--- config.mk ---
export PLATFORM = sky130hd
export DESIGN_NAME = gray_counter_ld
export DESIGN_NICKNAME = d
export VERILOG_FILES = /design/src/rtl/gray_pkg.sv /design/src/rtl/gray_counter_ld.sv
export SDC_FILE = /design/constraint.sdc
export NUM_CORES = 1
export LEC_CHECK = 0
export BUFFER_PORTS_ARGS = -buffer_cell sky130_fd_sc_hd__clkbuf_2
export CAP_MARGIN = 20
export CORE_AREA = 3 3 40 42
export DETAILED_ROUTE_END_ITERATION = 6
export DIE_AREA = 0 0 43 45
export GPL_ROUTABILITY_DRIVEN = 0
export GPL_TIMING_DRIVEN = 0
export PLACE_DENSITY = 0.73
export SLEW_MARGIN = 30
export SYNTH_ARGS = -nofsm -noshare
export SYNTH_HDL_FRONTEND = slang
export SYNTH_SLANG_ARGS = --single-unit
--- constraint.sdc ---
create_clock -name clk -period 2.4 [get_ports clk]
set_clock_uncertainty 0.2 [all_clocks]
set_input_delay 0.48 -clock clk [delete_from_list [all_inputs] [get_ports clk]]
set_output_delay 0.48 -clock clk [all_outputs]
set_load 0.02 [all_outputs]
--- src/rtl/gray_pkg.sv ---
// Shared Gray-code helpers and direction type for the counter and future Gray-pointer sync blocks.
// Functions work on MaxWidth bits; callers zero-extend their value in and truncate the result.
package gray_pkg;

  localparam int unsigned MaxWidth = 32;

  typedef enum logic {
    DIR_DOWN = 1'b0,
    DIR_UP   = 1'b1
  } dir_e;

  function automatic logic [MaxWidth-1:0] bin2gray(input logic [MaxWidth-1:0] b);
    return b ^ (b >> 1);
  endfunction

  // Prefix-XOR from the MSB. Zero upper bits contribute nothing, so narrower values are safe.
  function automatic logic [MaxWidth-1:0] gray2bin(input logic [MaxWidth-1:0] g);
    logic [MaxWidth-1:0] b;
    b[MaxWidth-1] = g[MaxWidth-1];
    for (int i = MaxWidth - 2; i >= 0; i--) begin
      b[i] = b[i+1] ^ g[i];
    end
    return b;
  endfunction

endpackage

--- src/rtl/gray_counter_ld.sv ---
// Registered up/down Gray counter with sync clear and binary/Gray load.
// Binary and Gray registers are written from one next-state value so they never disagree.
module gray_counter_ld
  import gray_pkg::*;
#(
  parameter int unsigned     WIDTH     = 4,
  parameter bit              WRAP_MODE = 1'b1,
  parameter logic [WIDTH-1:0] RESET_VAL = '0
) (
  input  logic             clk,
  input  logic             rst_n,
  input  logic             clr,
  input  logic             load,
  input  logic             load_gray,
  input  logic [WIDTH-1:0] load_val,
  input  logic             en,
  input  logic             up,
  output logic [WIDTH-1:0] bin_q,
  output logic [WIDTH-1:0] gray_q,
  output logic             wrap,
  output logic             sat,
  output logic             at_max,
  output logic             at_min
);

  localparam logic [WIDTH-1:0] MaxVal = '1;
  localparam logic [WIDTH-1:0] ResetGray = WIDTH'(bin2gray(MaxWidth'(RESET_VAL)));

  logic [WIDTH-1:0] bin_d;
  logic [WIDTH-1:0] gray_d;
  logic             wrap_d;
  logic             sat_d;
  dir_e             dir;

  assign dir = dir_e'(up);

  always_comb begin
    bin_d  = bin_q;
    wrap_d = 1'b0;
    sat_d  = 1'b0;
    if (clr) begin
      bin_d = '0;
    end else if (load) begin
      bin_d = load_gray ? WIDTH'(gray2bin(MaxWidth'(load_val))) : load_val;
    end else if (en) begin
      if (dir == DIR_UP) begin
        if (bin_q == MaxVal) begin
          if (WRAP_MODE) begin
            bin_d  = '0;
            wrap_d = 1'b1;
          end else begin
            sat_d = 1'b1;
          end
        end else begin
          bin_d = bin_q + 1'b1;
        end
      end else begin
        if (bin_q == '0) begin
          if (WRAP_MODE) begin
            bin_d  = MaxVal;
            wrap_d = 1'b1;
          end else begin
            sat_d = 1'b1;
          end
        end else begin
          bin_d = bin_q - 1'b1;
        end
      end
    end
    gray_d = WIDTH'(bin2gray(MaxWidth'(bin_d)));
  end

  always_ff @(posedge clk or negedge rst_n) begin
    if (!rst_n) begin
      bin_q  <= RESET_VAL;
      gray_q <= ResetGray;
      wrap   <= 1'b0;
      sat    <= 1'b0;
    end else begin
      bin_q  <= bin_d;
      gray_q <= gray_d;
      wrap   <= wrap_d;
      sat    <= sat_d;
    end
  end

  assign at_max = (bin_q == MaxVal);
  assign at_min = (bin_q == '0);

endmodule
==> summary.txt <==
Routing
  – Routed vias: roughly 500
  – Drt total wl: between 1 and 1.5 mm
  – DRT iter0 DRCs: 4
  – Detailed Routing Iterations Pass 1: 4
  – Per-cell routed wire length: ~11 um
  – Detail Route Antenna Nets: 0
  – Vias per inst: 4.931
  – DRC: 0

Run
  – Max-Cap Viols: 0

Synthesis
  – Synthesized area: roughly 580 um^2
  – Synth Instances: just over 60
  – EDFF count, synth: 0
  – YS warnings: 0
  – Post-Syn Nets: 75
  – Seq/Total Area, Yosys: about a third
  – Synth cell types: 28
  – Register bit count reported by yosys: 8
  – Dominant synthesized flop cell: dfrtp_1
  – Syn avg cell area: roughly 9.3 um^2
  – Post-synth ARST share: 100.0%

Setup path
  – Crit path launch type: register
  – Slowest stage delay, CP: 0.48 ns
  – CP Max Fanout: 8
  – Setup CP Type: reg2reg
  – Worst EP arrival: approximately 2.1 ns
  – Setup crit end kind: register
  – Crit-path cells: inv_1 > ha_1 > or4b_4 > nand2_1 > nand3_1 > a221oi_2 > xor2_1
  – Worst path required time: between 2 and 2.5 ns
  – Crit-path slowest cell: or4b_4

Placement
  – Half-perimeter wire length after placement: about 900 um
  – IO Port Bufs: 20
  – Post-Place Worst Slack: between 0.2 and 0.25 ns

GRT
  – Vias in the first global route: approximately 460
  – Grt total ovfl: 0
  – Largest net degree at the start of global routing: 11
  – Overall routing resource usage: 12.94%
  – Initial antenna violation count: 0
  – First-pass GRT wire length: roughly 1.9 mm

Cells and area
  – Area Growth Syn to Fin: 26.30%
  – Filler cell count: around 120
  – Ant. Diodes: 0
  – Reg area: ~200 um^2
  – Area of the multi-input gates: around 330 um^2
  – Nets: approximately 100
  – Fraction of layout cells with a size suffix above 1: 36.05%

Clock network
  – Setup Buffers After CTS: 0
  – Clock buffer count from CTS: 3
  – # H-tree levels: 1
  – Skew-Pair Late Insertion Delay: ~0.25 ns
  – TritonCTS clock tree: built
  – CTS max path bufs: 2
  – Root Driver: clkbuf_4
  – Clk sinks: 8
  – Register clock-pin slew on the reported worst setup and hold paths: approximately 0.050 ns

Floorplan
  – I/O pin count: 23
  – FP Rows: 13
  – Core ar.: about 0.0013 mm^2
  – Die Footprint: 0.001935 mm^2
  – Starting Density: between 40% and 50%
  – Die height: ~45 um
  – Die W: about 43 um

Timing
  – Post-layout min period: 2.156 ns
  – Period utilization: between 80 and 90%
  – Setup TNS: 0 ns
  – Fmax: about 460 MHz
  – Hold Fails Final Rpt: 0
  – Final setup viols: 0
  – RSZ-0062 raised after global routing: no
  – Final slew viol count: 0
  – Worst Slack Setup Final: ~0.24 ns

Pwr
  – Leakage: around 0.36 nW
  – Pwr dens: 558.9 mW/mm^2
  – Overall power consumption: 0.4063 mW
  – Worst VDD drop: 0.0003134 V

Worst hold path
  – Hold Crit Class: in2reg

Outcome
  – Outcome: complete, no violations
[final timing paths]
check,startpoint,endpoint,slack [ns],cells past startpoint
worst min register to register,bin_q[2],wrap,0.44,2
worst max register to register,bin_q[0],gray_q[0],0.24,7
worst min-delay path,clr,wrap,0.29,2
worst max-delay path,bin_q[0],gray_q[0],0.24,7
min in group asynchronous,rst_n,gray_q[0],0.41,2
max in group asynchronous,rst_n,bin_q[2],1.42,2
[report_power, final]
part | internal, mW | switching, mW | total (mW)
logic | 0.0615 | 0.0836 | 0.145
registers | 0.151 | 0.0139 | 0.165
clock network | 0.0568 | 0.0393 | 0.0960
[critical path: cells and delay by family, from the launching register on]
family	cells	cell delay (ns)
simple gates	3	0.65
xor+xnor	1	0.17
flops	1	0.46
compound gates	1	0.29
buf+inv	1	0.10
fa+ha+maj	1	0.21
[cell usage after synthesis, drive strengths merged, types with 2 or more instances]
| cell | n | area share (%) |
|---|---|---|
| nor2 | 2 | 1.3 |
| a221oi | 2 | 5.2 |
| a21oi | 5 | 4.3 |
| nand2b | 2 | 2.2 |
| o21ai | 2 | 1.7 |
| dfrtp | 8 | 35 |
| buf | 2 | 2.6 |
| xor2 | 5 | 7.6 |
| inv | 5 | 3.3 |
| nand2 | 6 | 3.9 |
| ha | 2 | 4.3 |
| nor3 | 2 | 1.7 |
| xnor2 | 4 | 6.1 |
[what timing repair did]
| item | 4_1_cts | 5_1_grt |
|---|---|---|
| hold endpoints to repair | 8 | 0 |
| resized for setup | 0 | 0 |
| hold buffers | 1 | 0 |
[routing by layer]
| metal | global-route usage [%] | part of all wire [%] | up-vias |
|---|---|---|---|
| li1 | - | - | 260 |
| met1 | 14.85 | 42 | 216 |
| met2 | 21.26 | 48 | 20 |
| met3 | 5.578 | 8.5 | 2 |
| met4 | 5.422 | 1.1 | 0 |
| met5 | 0 | 0 | - |
[metrics by stage]
| stage | instance area [um^2] | cells | util [%] | hold slack [ns] |
|---|---|---|---|---|
| after global routing | 726.9 | 101 | 56.57 | 0.2868 |
| after floorplan | 575.6 | 62 | - | -0.01559 |
| after global placement | 694.4 | 97 | 54.04 | 0.1235 |
| final | 726.9 | 101 | 56.57 | 0.2942 |
| after detailed placement | 694.4 | 97 | 54.04 | 0.1317 |
| after CTS | 726.9 | 101 | 56.57 | 0.2877 |
[cells by family (layout without fill, tap and decap cells)]
logic type,after synthesis,after routing,share of synthesized area (%)
buffers and inverters,8,32,7.174
xor gates and xnor gates,9,9,13.69
adders and majority gates,2,2,4.347
and+or+nand+nor,18,18,17.39
muxes,2,2,3.696
DFF,8,8,34.78
other,1,1,0.6515
AOI/OAI and AO/OA,14,14,18.26
[flip-flops by register name, summed over array words and instances (netlist names)]
signal,count
wrap,1
gray_q,3
bin_q,4
[cells in the final DEF, fill, tap and decap left out]
cell type / count
a21oi_1: 5
conb_1: 1
nand2b_1: 2
nor2_1: 2
xor2_1: 5
ha_1: 2
a311oi_1: 1
dlygate4sd3_1: 1
a21boi_0: 1
nand3_1: 1
and3_2: 1
a221oi_2: 2
buf_4: 2
xnor2_1: 4
mux2_2: 1
a211oi_1: 1
nor2b_1: 1
inv_1: 5
nand2_1: 6
clkbuf_2: 20
or4b_4: 1
o31a_1: 1
dfrtp_1: 8
mux2i_1: 1
nor3b_1: 1
clkbuf_4: 4
nor3_1: 2
o21ai_0: 2
or4_1: 1
o21bai_1: 1
[area by class of cell]
| class | instances | area share, % |
|---|---|---|
| plain buffers | 3 | 3.098 |
| clock buffers | 3 | 3.098 |
| inverters | 5 | 2.582 |
| multi-input cells | 46 | 45.96 |
| flip-flops and latches | 8 | 27.54 |
| well taps | 15 | 2.582 |
| repair buffers | 21 | 15.15 |
Note: power is estimated with default switching activity, not from simulation.
